===== src/rtl/demux_pkg.sv =====
// Shared definitions for the 1:4 stream demultiplexer and its per-lane FIFOs.
package demux_pkg;

  localparam int LANES = 4;
  localparam int DEPTH = 2;

  typedef logic [1:0] lane_sel_t;
  typedef logic [1:0] lane_count_t;

endpackage


===== src/rtl/demux_lane_fifo.sv =====
// Two-entry FIFO for one output lane. The head entry is presented directly
// from storage so the lane output is registered (no path from push to head).
module demux_lane_fifo
  import demux_pkg::*;
#(
  parameter int width = 32
) (
  input  logic             clk,
  input  logic             reset_n,
  input  logic             push,
  input  logic [width-1:0] push_data,
  input  logic             pop,
  output logic             valid,
  output logic             full,
  output logic [width-1:0] head_data
);

  logic [width-1:0] mem_r [DEPTH];
  lane_count_t      count_r;
  logic             wr_ptr_r;
  logic             rd_ptr_r;
  logic             push_s;
  logic             pop_s;

  // Qualify handshakes locally so the lane can never overflow or underflow.
  always_comb begin
    push_s = push & ~full;
    pop_s  = pop & valid;
  end

  // Status and head word derived from the registered count and read pointer;
  // the head reads as zero while the lane is empty.
  always_comb begin
    valid = (count_r != 2'd0);
    full  = (count_r == 2'd2);
    if (valid) begin
      head_data = mem_r[rd_ptr_r];
    end else begin
      head_data = {width{1'b0}};
    end
  end

  // Storage, pointer and occupancy update; reset discards every buffered word.
  always_ff @(posedge clk or negedge reset_n) begin
    if (!reset_n) begin
      for (int i = 0; i < DEPTH; i++) begin
        mem_r[i] <= {width{1'b0}};
      end
      count_r  <= 2'd0;
      wr_ptr_r <= 1'b0;
      rd_ptr_r <= 1'b0;
    end else begin
      if (push_s) begin
        mem_r[wr_ptr_r] <= push_data;
        wr_ptr_r        <= ~wr_ptr_r;
      end
      if (pop_s) begin
        rd_ptr_r <= ~rd_ptr_r;
      end
      case ({push_s, pop_s})
        2'b10:   count_r <= count_r + 2'd1;
        2'b01:   count_r <= count_r - 2'd1;
        default: count_r <= count_r;
      endcase
    end
  end

endmodule


===== src/rtl/demux4_stream.sv =====
// 1:4 stream router: one valid/ready input steered by in_sel into one of four
// independently buffered output lanes. A stalled lane only blocks words bound
// for that lane.
module demux4_stream
  import demux_pkg::*;
#(
  parameter int width = 32
) (
  input  logic                   clk,
  input  logic                   reset_n,
  input  logic                   in_valid,
  input  logic [1:0]             in_sel,
  input  logic [width-1:0]       in_data,
  output logic                   in_ready,
  output logic [LANES-1:0]       out_valid,
  output logic [LANES*width-1:0] out_data,
  input  logic [LANES-1:0]       out_ready,
  output logic [LANES-1:0]       lane_full
);

  logic [LANES-1:0] push_s;
  logic [width-1:0] head_s [LANES];

  // Input acceptance depends only on the selected lane's fill state, never on
  // any consumer's ready.
  always_comb begin
    in_ready = ~lane_full[in_sel];
  end

  for (genvar k = 0; k < LANES; k++) begin : g_lane
    assign push_s[k] = in_valid & in_ready & (lane_sel_t'(in_sel) == lane_sel_t'(k));

    demux_lane_fifo #(.width(width)) u_fifo (
      .clk       (clk),
      .reset_n   (reset_n),
      .push      (push_s[k]),
      .push_data (in_data),
      .pop       (out_ready[k]),
      .valid     (out_valid[k]),
      .full      (lane_full[k]),
      .head_data (head_s[k])
    );

    assign out_data[k*width +: width] = head_s[k];
  end

endmodule


===== config.mk =====
export PLATFORM = sky130hd
export DESIGN_NAME = demux4_stream
export DESIGN_NICKNAME = d
export VERILOG_FILES = /design/src/rtl/demux_pkg.sv /design/src/rtl/demux_lane_fifo.sv /design/src/rtl/demux4_stream.sv
export SDC_FILE = /design/constraint.sdc
export NUM_CORES = 1
export LEC_CHECK = 0
export BUFFER_PORTS_ARGS = -buffer_cell sky130_fd_sc_hd__buf_2
export CAP_MARGIN = 25
export CELL_PAD_IN_SITES_DETAIL_PLACEMENT = 1
export CELL_PAD_IN_SITES_GLOBAL_PLACEMENT = 1
export CORE_MARGIN = 2
export CORE_UTILIZATION = 30
export DETAILED_ROUTE_END_ITERATION = 6
export PLACE_DENSITY = 0.53
export SYNTH_ARGS = -nofsm -noshare
export SYNTH_HDL_FRONTEND = slang
export SYNTH_HIERARCHICAL = 1
export SYNTH_SLANG_ARGS = --single-unit

===== constraint.sdc =====
create_clock -name clk -period 2.4 [get_ports clk]
set_input_delay 0.36 -clock clk [delete_from_list [all_inputs] [get_ports clk]]
set_output_delay 0.36 -clock clk [all_outputs]
set_load 0.01 [all_outputs]

==> summary.txt, run 1 <==
Setup path
  – Sum of buffers and inverters on the critical path: 3
  – Critical path fanouts, max: 4
  – Reg2reg end: g_lane[0].u_fifo/mem_r[48]
  – Slowest CP cell: mux4_2
  – FF-to-FF setup slack: 0.20 ns
  – Required time reported for the critical path endpoint: 2.04 ns
  – Critical Setup Path Class: reg2out
  – Top cell family by delay on the critical path: multiplexers
  – Cells on worst reg2reg path: 6
  – Max incr delay on CP: 0.50 ns
  – Critical path startpoint: g_lane[1].u_fifo/count_r[0]
  – Critical path destination: in_ready
  – Crit path capture type: output pin
  – Cell chain of the critical path: nand2b_4 -> inv_2 -> mux4_2 -> inv_1 -> buf_2
  – Total stage count of the critical path: 5
  – Crit Reg-Reg Startpoint: g_lane[0].u_fifo/count_r[1]
  – Startpoint Class: flip-flop
  – Worst EP arrival: 1.98 ns

Clock tree
  – CTS Sinks: 272
  – H-Tree Depth: 1
  – TritonCTS buffer count: 31
  – CTS tree: yes
  – CTS root buf: clkbuf_16
  – Clock insertion delay at the later pin of the skew report: 0.58 ns
  – Buffers from clock root to sink, at most: 3
  – Post-CTS clock slew at the launch and capture registers of the worst setup and hold paths: 0.06 ns

Synth
  – Count of yosys warnings during synthesis: 6
  – Biggest area consumer among synthesized cells: dfrtp_1
  – Mapped Avg Cell Area: 13.7 sq um
  – Share of flip-flops with an asynchronous set or reset after synthesis: 100%
  – Net Count, Synth: 952
  – Synthesized netlist cell count: 907
  – Count of different cell masters after synthesis: 26
  – Cell types occupying the most area after synthesis: dfrtp_1, mux2_2, mux2i_1
  – Post-synth top area share: 54.6%
  – Post-synthesis sequential element count: 272
  – Top post-synthesis cells by count: dfrtp_1, mux2_2, nor2_1
  – Area of the mapped netlist: 12500 sq um
  – Proportion of synthesized chip area in sequential cells: 54.6%
  – Post-synth EDFFs: 0
  – Main flop type after synthesis: dfrtp_1
  – Top-count cell post-synth: dfrtp_1

STA
  – Worst-case hold slack: 0.130 ns
  – Setup repair after global routing missed its margin: no
  – Hold Vio Cnt, Final: 0
  – Post-route clock period utilization: 97.4%
  – Achievable Freq: 428 MHz
  – Clk_skew: 0.0172 ns
  – Post-Route Setup TNS: 0 ns
  – Worst slew pin tran: 0.617 ns
  – Final count of pins violating max slew: 0
  – Max_slew headroom: 58.9%
  – Final-report setup violation count: 0
  – Fin crit period: 2.34 ns
  – Worst setup slack after layout: 0.0632 ns

Placement
  – Count of input and output buffers: 177
  – Pre-CTS setup slack: 0.200 ns
  – Placed cell area: 14000 sq um
  – Final RePlAce weighted congestion: 0.690
  – DP HPWL: 23400 microns

Global routing
  – Largest net degree at the start of global routing: 66
  – First-pass GRT wire length: 55200 microns
  – Antenna violations before repair: 4
  – Number of global-route vias before repair: 8610
  – Final global-route overflow total: 0
  – GRT Total Usage: 16.6%

Drt
  – Wire length after detailed routing: 35600 microns
  – Post-route ant nets: 0
  – Number of iterations in the first detailed-routing pass: 4
  – Iter 0 DRT Violations: 208
  – Routed wire length per instance: 21.5 microns
  – DR vias/cell: 4.71
  – Vias after detailed routing: 7805
  – Detailed-route DRC error count: 0

Cells and area
  – Cell area after layout: 15200 sq um
  – Post-layout utilization of the core: 37.1%
  – Layout area overhead: 21.9%
  – Number of nets in the finished design: 1142
  – Count of filler cells inserted in the layout: 4376
  – Ratio of cells with drive above 1 in the final layout: 47.3%

Die
  – Effective utilization at floorplan: 30.4%
  – Core outline area: 40900 sq um
  – Standard-cell row count: 74
  – Top-Level Pins: 178
  – Die Width: 208 microns
  – Area of the die: 43200 sq um
  – Die Ht: 208 microns

Worst hold path
  – Path type of the worst min-delay path: in2reg

Power
  – Cell leakage power: 7.20 nW
  – Max IR drop VDD: 0.000667 V
  – Switching part of the total power: 36.3%
  – Gate power share: 42.5%
  – Flop pwr share: 35.2%
  – PD cells: 1530 nW/um^2
  – Internal power of the cells: 14.8 mW
  – Sw Pwr: 8.47 mW
  – Clock network fraction of design power: 22.3%

Run
  – Number of max-cap violations: 0

Status
  – Run status: finished, final reports clean
-- power by group through the flow --
stage	Clock, mW	Combinational [mW]	Sequential [mW]
floorplan	0	6.40	7.77
global placement	0	10.0	8.23
detailed placement	0	10.1	8.31
CTS	5.37	10.2	8.24
global route	5.54	10.8	8.56
finish	5.20	9.90	8.21
-- sequential cells by signal, summed over array words and instances (netlist names) --
| signal | flops |
|---|---|
| g_lane.u_fifo/mem_r | 256 |
| g_lane.u_fifo/wr_ptr_r | 4 |
| g_lane.u_fifo/rd_ptr_r | 4 |
| g_lane.u_fifo/count_r | 8 |
-- worst min-delay path by stage --
| stage | from | end | slack [ns] | cells after the start |
|---|---|---|---|---|
| after global placement | reset_n | g_lane[2].u_fifo/mem_r[22] | 0.38 | 1 |
| after floorplan | reset_n | g_lane[0].u_fifo/count_r[0] | 0.06 | 0 |
| after global routing | out_ready[3] | g_lane[3].u_fifo/rd_ptr_r | 0.13 | 3 |
| after CTS | in_data[8] | g_lane[0].u_fifo/mem_r[40] | 0.10 | 2 |
| after detailed placement | reset_n | g_lane[3].u_fifo/mem_r[53] | 0.38 | 1 |
| final | out_ready[3] | g_lane[3].u_fifo/rd_ptr_r | 0.13 | 3 |
-- per-stage QoR --
step / total power [mW] / std cells
after floorplan: 14.2 / 907
after global routing: 24.9 / 1654
after CTS: 23.8 / 1654
after detailed placement: 18.4 / 1595
after global placement: 18.2 / 1595
final: 23.3 / 1656
-- final cells by class --
cell class / instances / area [sq um] / share of cell area [%]
diodes: 2 / 5.00 / 0.0330
inverters: 9 / 33.8 / 0.222
clock inverters: 12 / 216 / 1.43
repair buffers: 213 / 1330 / 8.76
flip-flops and latches: 272 / 6820 / 44.9
well taps: 532 / 666 / 4.38
clock buffers: 46 / 912 / 6.01
multi-input cells: 570 / 5200 / 34.3
-- cells in the final DEF (no fill, tap or decap), types with 5 or more instances in the layout --
master / n
buf_2: 176
dfrtp_1: 266
clkbuf_8: 8
buf_4: 20
clkbuf_16: 31
clkbuf_1: 7
mux2_1: 16
mux2_2: 236
buf_12: 12
xor2_1: 8
bufinv_16: 6
xnor2_1: 12
inv_1: 5
mux2i_1: 128
nand2_1: 5
nor2_1: 132
-- repair_timing --
item | 4_1_cts | 5_1_grt
resized for setup | 2 | 4
endpoints found under the setup margin | 7 | 8
hold endpoints to repair | 59 | 0
buffers inserted | 0 | 0
hold buffers | 1 | 0
-- cells by family (layout without fill, tap and decap cells) --
group | count (synthesis) | in the layout | synth area share, %
mux | 385 | 385 | 33.7
xor+xnor | 20 | 20 | 1.41
other cells | 0 | 2 | 0
buf+inv | 65 | 280 | 3.81
simple gates | 161 | 161 | 6.01
fa+ha+maj | 4 | 4 | 0.402
flops | 272 | 272 | 54.6
-- worst min-delay path: cells and delay by family --
| family | cells | cell delay [ns] |
|---|---|---|
| AND/OR/NAND/NOR | 1 | 0.16 |
| XOR/XNOR | 1 | 0.08 |
| buffers and inverters | 1 | 0.07 |
-- per-layer routing --
| metal | vias up | part of all wire (%) | global-route usage [%] |
|---|---|---|---|
| met4 | 4 | 1.6 | 3.60 |
| met1 | 4117 | 47 | 23.2 |
| met3 | 46 | 3.9 | 2.69 |
| met5 | - | 0.065 | 0 |
| met2 | 120 | 47 | 27.2 |
| li1 | 3518 | - | - |
(Power assumes the default switching activity.)
==> inputs of run 2 (changes only) <==
==> constraint.sdc (replaced) <==
create_clock -name clk -period 2.4 [get_ports clk]
set_input_delay 0.36 -clock clk [delete_from_list [all_inputs] [get_ports clk]]
set_output_delay 0.36 -clock clk [all_outputs]
set_load 0.02 [all_outputs]
==> run 2 against run 1 <==
Effect of this change: power increased by 6.1%; hold slack gained 0.051 ns; register-to-register slack improved by 0.03 ns; count of clock-buffer cells in the layout rose by 6.
==> summary.txt, run 2 (synthesis gave the netlist of run 1 again) <==
Status
  – Run status: finished, final reports clean

Setup path
  – Cell chain of the critical path: nand2b_4 -> inv_2 -> mux4_2 -> inv_1 -> buf_2
  – Slowest CP cell: mux4_2
  – Critical path fanouts, max: 4 (unchanged)
  – Required time reported for the critical path endpoint: 2.04 ns (about the same)
  – Max incr delay on CP: 0.49 ns (about the same)
  – Critical Setup Path Class: reg2out
  – Startpoint Class: flip-flop
  – FF-to-FF setup slack: 0.23 ns (+0.03 ns)
  – Worst EP arrival: 1.95 ns (-0.03 ns)
  – Crit path capture type: output pin

Cells and area
  – Max FFs per register: 256 (unchanged)
  – Largest registers in the final layout: g_lane.u_fifo/mem_r: 256 flops, g_lane.u_fifo/count_r: 8 flops
  – Register ranked first by flip-flop count: g_lane.u_fifo/mem_r
  – Number of antenna repair diodes: 0 (-2)
  – Number of nets in the finished design: 1152 (+0.88%)
  – Layout area overhead: 22.7%
  – Most frequent cells in the layout: dfrtp_1, mux2_2, buf_2, nor2_1, mux2i_1
  – Most common cell after layout, fill and taps aside: dfrtp_1
  – Ratio of cells with drive above 1 in the final layout: 47.5% (+0.15 points)

STA
  – Hold Vio Cnt, Final: 0 (unchanged)
  – Clk_skew: 0.0189 ns (+0.00164 ns)
  – Achievable Freq: 433 MHz (+1.2%)
  – Post-route clock period utilization: 96.3% (-1.1 points)
  – Post-Route Setup TNS: 0 ns (unchanged)
  – Worst slew pin tran: 0.503 ns (-0.113 ns)
  – Fin crit period: 2.31 ns (-0.0267 ns)
  – Max_slew headroom: 66.5% (+7.6 points)
  – Final count of pins violating max slew: 0 (unchanged)
  – Final-report setup violation count: 0 (unchanged)
  – Setup repair after global routing missed its margin: no
  – Worst setup slack after layout: 0.0899 ns (+0.0267 ns)

Die
  – Core outline area: 40900 sq um (unchanged)
  – Effective utilization at floorplan: 30.4% (unchanged)
  – Die Width: 208 microns (unchanged)
  – Die Ht: 208 microns (unchanged)
  – Standard-cell row count: 74 (unchanged)
  – Top-Level Pins: 178 (unchanged)
  – Area of the die: 43200 sq um (unchanged)

Global routing
  – Final global-route overflow total: 0 (unchanged)
  – First-pass GRT wire length: 54300 microns (-1.7%)
  – Largest net degree at the start of global routing: 65 (-1.5%)
  – Number of global-route vias before repair: 8467 (-1.7%)
  – Antenna violations before repair: 2 (-2)
  – GRT Total Usage: 16.4% (-0.24 points)

Clock tree
  – Buffers from clock root to sink, at most: 3 (unchanged)
  – TritonCTS buffer count: 34 (+9.7%)
  – CTS-repair resized insts: 0 (-2)
  – Post-CTS clock slew at the launch and capture registers of the worst setup and hold paths: 0.06 ns (about the same)
  – CTS Sinks: 272 (unchanged)
  – CTS tree: yes
  – Clock insertion delay at the later pin of the skew report: 0.52 ns (-0.06 ns)
  – CTS root buf: clkbuf_16
  – H-Tree Depth: 2 (+1)

Drt
  – Vias after detailed routing: 7782 (-0.29%)
  – Wire length after detailed routing: 35100 microns (-1.4%)
  – Post-route ant nets: 0 (unchanged)
  – DR vias/cell: 4.68 (-0.71%)
  – Iter 0 DRT Violations: 311 (+50%)
  – Routed wire length per instance: 21.1 microns (-1.8%)
  – Number of iterations in the first detailed-routing pass: 4 (unchanged)
  – Detailed-route DRC error count: 0 (unchanged)

Worst hold path
  – Path type of the worst min-delay path: in2reg

Run
  – Number of max-cap violations: 0 (unchanged)

Power
  – PD cells: 1620 nW/um^2 (+5.5%)
  – Cell leakage power: 7.26 nW (+0.84%)
  – Overall power after layout: 24.7 mW (+6.1%)
  – Max IR drop VDD: 0.000674 V (+1.1%)

Placement
  – Count of input and output buffers: 177 (unchanged)
  – Pre-CTS setup slack: 0.251 ns (+0.0515 ns)
  – Final RePlAce weighted congestion: 0.682 (-1.2%)
  – DP HPWL: 22900 microns (-1.9%)
[run 2: cell count changes in the layout (fill, tap and decap cells not counted), moves of 2 or more]
cell       before  now
buf_6           3    0
clkinv_2        4    6
diode_2         2    0
bufinv_16       6    2
dfrtp_1       266  268
buf_4          20   26
buf_12         12   15
clkbuf_16      31   37
[run 2: critical path: cells and delay by family, from the launching register on]
kind,cells,cell delay [ns]
multiplexers,1,0.49
flip-flops,1,0.47
buffers and inverters,3,0.29
AND/OR/NAND/NOR,1,0.19
[run 2: what timing repair did]
action / in CTS / in global routing
endpoints found under the setup margin: 11 / 9
endpoints found under the hold margin: 51 / 0
gates cloned: 0 / 0
pin swaps: 0 / 1
hold buffers: 1 / 0
buffers inserted: 4 / 4
[run 2: final timing paths]
check	from	to	cells past startpoint
min in group asynchronous	reset_n	g_lane[3].u_fifo/mem_r[32]	2
max in group asynchronous	reset_n	g_lane[0].u_fifo/rd_ptr_r	3
worst min register to register	g_lane[2].u_fifo/mem_r[38]	g_lane[2].u_fifo/mem_r[38]	1
worst max-delay path	g_lane[2].u_fifo/count_r[0]	in_ready	5
worst min-delay path	out_ready[3]	g_lane[3].u_fifo/rd_ptr_r	3
worst max register to register	g_lane[2].u_fifo/count_r[0]	g_lane[2].u_fifo/mem_r[53]	6
[run 2: area by class of cell]
cell class              instances  area, sq um
clock buffers                  52         1050
clock inverters                 8         90.1
repair buffers                220         1420
fillers                      4347        25600
multi-input cells             570         5200
well taps                     532          666
inverters                       9         33.8
flip-flops and latches        272         6810
[run 2: per-stage QoR]
stage / utilization [%] / area [sq um] / std cells / hold WS (ns)
after global routing: 37.3 / 15300 / 1663 / 0.179
after CTS: 37.3 / 15200 / 1659 / 0.168
after global placement: 34.3 / 14100 / 1594 / 0.356
final: 37.3 / 15300 / 1663 / 0.181
after floorplan: - / 12500 / 907 / 0.0644
after detailed placement: 34.3 / 14100 / 1594 / 0.354
[run 2: routing by layer]
layer | track usage, % | wire (microns) | vias up
met2 | 26.5 | 16500 | 140
met4 | 3.77 | 572 | 2
met1 | 22.8 | 16600 | 4060
li1 | - | - | 3542
met3 | 3.07 | 1390 | 38
met5 | 0 | 12 | -
[run 2: report_power, final]
| part | total, mW | internal (mW) | leakage (nW) | switching, mW |
|---|---|---|---|---|
| Combinational | 11.4 | 4.84 | 3.38 | 6.59 |
| Sequential | 8.11 | 6.87 | 3.31 | 1.24 |
| Clock | 5.19 | 3.23 | 0.567 | 1.96 |
| Total | 24.7 | 14.9 | 7.26 | 9.79 |
==> inputs of run 3 (changes only) <==
--- a/config.mk
+++ b/config.mk
@@ -10,9 +10,9 @@
 export CELL_PAD_IN_SITES_DETAIL_PLACEMENT = 1
 export CELL_PAD_IN_SITES_GLOBAL_PLACEMENT = 1
 export CORE_MARGIN = 2
-export CORE_UTILIZATION = 30
+export CORE_UTILIZATION = 47
 export DETAILED_ROUTE_END_ITERATION = 6
-export PLACE_DENSITY = 0.53
+export PLACE_DENSITY = 0.78
 export SYNTH_ARGS = -nofsm -noshare
 export SYNTH_HDL_FRONTEND = slang
 export SYNTH_HIERARCHICAL = 1
==> run 3 against run 2 <==
Effect of this change: design area decreased by 3.4%; utilization increased by 19 points; non-clock buffer count decreased by 7; cell count decreased by 13%; worst setup slack improved by 0.0023 ns; sequential share of layout area increased by 1.6 points; die area decreased by 36%; critical path type unchanged; largest cell class unchanged.
==> summary.txt, run 3 (synthesis gave the netlist of run 1 again) <==
Power
  – Cell leakage power: 7.12 nW (-1.9%)
  – Flop pwr share: 35.0% (+2.2 points)
  – Clock network fraction of design power: 18.4% (-2.6 points)
  – Switching part of the total power: 40.2% (+0.64 points)
  – Overall power after layout: 23.8 mW (-3.8%)
  – Max IR drop VDD: 0.00102 V (+52%)
  – PD cells: 1610 nW/um^2 (-0.35%)
  – Internal power of the cells: 14.2 mW (-4.8%)
  – Sw Pwr: 9.57 mW (-2.2%)
  – Gate power share: 46.6% (+0.4 points)

Clock tree
  – Buffers from clock root to sink, at most: 3 (unchanged)
  – Clock insertion delay at the later pin of the skew report: 0.54 ns (+0.02 ns)
  – CTS Sinks: 272 (unchanged)
  – H-Tree Depth: 1 (-1)
  – CTS root buf: clkbuf_16
  – TritonCTS buffer count: 28 (-18%)
  – Total setup buffers inserted after CTS: 0 (-4)
  – CTS tree: yes
  – Post-CTS clock slew at the launch and capture registers of the worst setup and hold paths: 0.06 ns (about the same)

STA
  – Setup repair after global routing missed its margin: no
  – Worst setup slack after layout: 0.0922 ns (+0.00226 ns)
  – Clk_skew: 0.0106 ns (-0.00825 ns)
  – Final count of pins violating max slew: 0 (unchanged)
  – Hold Vio Cnt, Final: 0 (unchanged)
  – Max_slew headroom: 66.7% (+0.28 points)
  – Post-Route Setup TNS: 0 ns (unchanged)
  – Achievable Freq: 433 MHz (about the same)
  – Final-report setup violation count: 0 (unchanged)
  – Post-route clock period utilization: 96.2% (about the same)
  – Fin crit period: 2.31 ns (-0.00226 ns)
  – Worst-case hold slack: 0.157 ns (-0.0243 ns)
  – Worst slew pin tran: 0.499 ns (-0.00419 ns)

Global routing
  – Met3 capacity usage during global routing: 2.76% (-0.31 points)
  – Most congested layer reported by global routing: met2
  – GR Layer Usage met2: 40.5% (+14 points)
  – Antenna violations before repair: 0 (-2)
  – GRT Total Usage: 23.3% (+6.9 points)
  – Final global-route overflow total: 0 (unchanged)
  – Number of global-route vias before repair: 8833 (+4.3%)
  – M1 GR Usage: 31.9% (+9.1 points)
  – Largest net degree at the start of global routing: 77 (+18%)
  – First-pass GRT wire length: 51200 microns (-5.6%)

Cells and area
  – Most common cell after layout, fill and taps aside: dfrtp_1
  – Max FFs per register: 256 (unchanged)
  – Most frequent cells in the layout: dfrtp_1, mux2_2, buf_2, nor2_1, mux2i_1
  – Register ranked first by flip-flop count: g_lane.u_fifo/mem_r
  – Number of antenna repair diodes: 0 (unchanged)
  – Largest registers in the final layout: g_lane.u_fifo/mem_r: 256 flops, g_lane.u_fifo/count_r: 8 flops
  – Reg area: 6820 sq um (about the same)
  – Area of the multi-input gates: 5220 sq um (+0.22%)
  – Number of nets in the finished design: 1139 (-1.1%)
  – Count of filler cells inserted in the layout: 2637 (-39%)
  – Ratio of cells with drive above 1 in the final layout: 47.3% (-0.22 points)
  – Layout area overhead: 18.4%

Drt
  – Detailed-route DRC error count: 0 (unchanged)
  – Number of iterations in the first detailed-routing pass: 4 (unchanged)
  – Post-route ant nets: 0 (unchanged)
  – Wire length after detailed routing: 31800 microns (-9.2%)
  – Iter 0 DRT Violations: 357 (+15%)
  – Routed wire length per instance: 22.0 microns (+4.1%)
  – DR vias/cell: 5.39 (+15%)
  – Vias after detailed routing: 7811 (+0.37%)

Die
  – Top-Level Pins: 178 (unchanged)
  – Die Ht: 167 microns (-20%)
  – Effective utilization at floorplan: 47.8% (+17 points)
  – Area of the die: 27800 sq um (-36%)
  – Standard-cell row count: 59 (-20%)
  – Core outline area: 26100 sq um (-36%)
  – Die Width: 167 microns (-20%)

Placement
  – DP HPWL: 21300 microns (-6.9%)
  – Final RePlAce weighted congestion: 0.734 (+7.6%)
  – Pre-CTS setup slack: 0.0650 ns (-0.186 ns)
  – Count of input and output buffers: 177 (unchanged)

Setup path
  – Required time reported for the critical path endpoint: 2.04 ns (about the same)
  – Crit path capture type: output pin
  – Startpoint Class: flip-flop
  – Critical path startpoint: g_lane[0].u_fifo/count_r[1]
  – Crit Reg-Reg Startpoint: g_lane[1].u_fifo/count_r[0]
  – FF-to-FF setup slack: 0.24 ns (about the same)
  – Worst EP arrival: 1.95 ns (about the same)
  – Critical Setup Path Class: reg2out
  – Critical path fanouts, max: 14 (+10)

Status
  – Run status: finished, final reports clean

Worst hold path
  – Hold Crit Start: out_ready[3]
  – Path type of the worst min-delay path: in2reg

Run
  – Number of max-cap violations: 0 (unchanged)
## run 3: cell count changes in the layout (fill, tap and decap cells not counted), sizes merged
cell,delta
buf,-7
clkbuf,-5
clkinv,-3
bufinv,-1
## run 3: layer usage
metal	vias up	routed length (microns)
li1	3500	-
met1	4101	14200
met2	167	15700
met3	43	1250
met4	0	658
met5	-	0
## run 3: metrics by stage
stage	area, sq um	utilization, %	instances
floorplan	12500	-	907
global placement	13800	52.9	1398
detailed placement	13800	52.9	1398
CTS	14700	56.6	1450
global route	14800	56.6	1450
finish	14800	56.6	1450
## run 3: what timing repair did
item / in CTS / in global routing
pin swaps: 0 / 1
resized for setup: 1 / 4
hold buffers: 1 / 0
setup endpoints to repair: 15 / 47
hold endpoints to repair: 52 / 0
## run 3: worst paths after layout
path | cells after the start | end
setup / recovery | 4 | out_data[25]
hold / removal | 3 | g_lane[3].u_fifo/rd_ptr_r
setup reg to reg | 6 | g_lane[1].u_fifo/mem_r[63]
hold reg to reg | 1 | g_lane[2].u_fifo/mem_r[45]
max in group asynchronous | 3 | g_lane[1].u_fifo/mem_r[29]
min in group asynchronous | 2 | g_lane[2].u_fifo/mem_r[17]
## run 3: critical path, stage by stage (launching register included)
cell     delay (ns)
dfrtp_1        0.46
nor2_4         0.33
buf_4          0.31
nor2_1         0.13
buf_2          0.18
## run 3: final cells by class
cell class | count | share of cell area [%]
repair buffers | 213 | 8.94
flip-flops and latches | 272 | 46.2
well taps | 335 | 2.84
clock inverters | 4 | 0.305
multi-input cells | 570 | 35.4
clock buffers | 47 | 6.12
inverters | 9 | 0.229
## run 3: power by group through the flow
stage	clock, mW	combinational [mW]	sequential (mW)
after floorplan	0	7.72	7.77
after global placement	0	10.8	8.17
after detailed placement	0	11.1	8.36
after CTS	4.49	11.2	8.33
after global routing	4.65	11.9	8.64
final	4.38	11.1	8.32
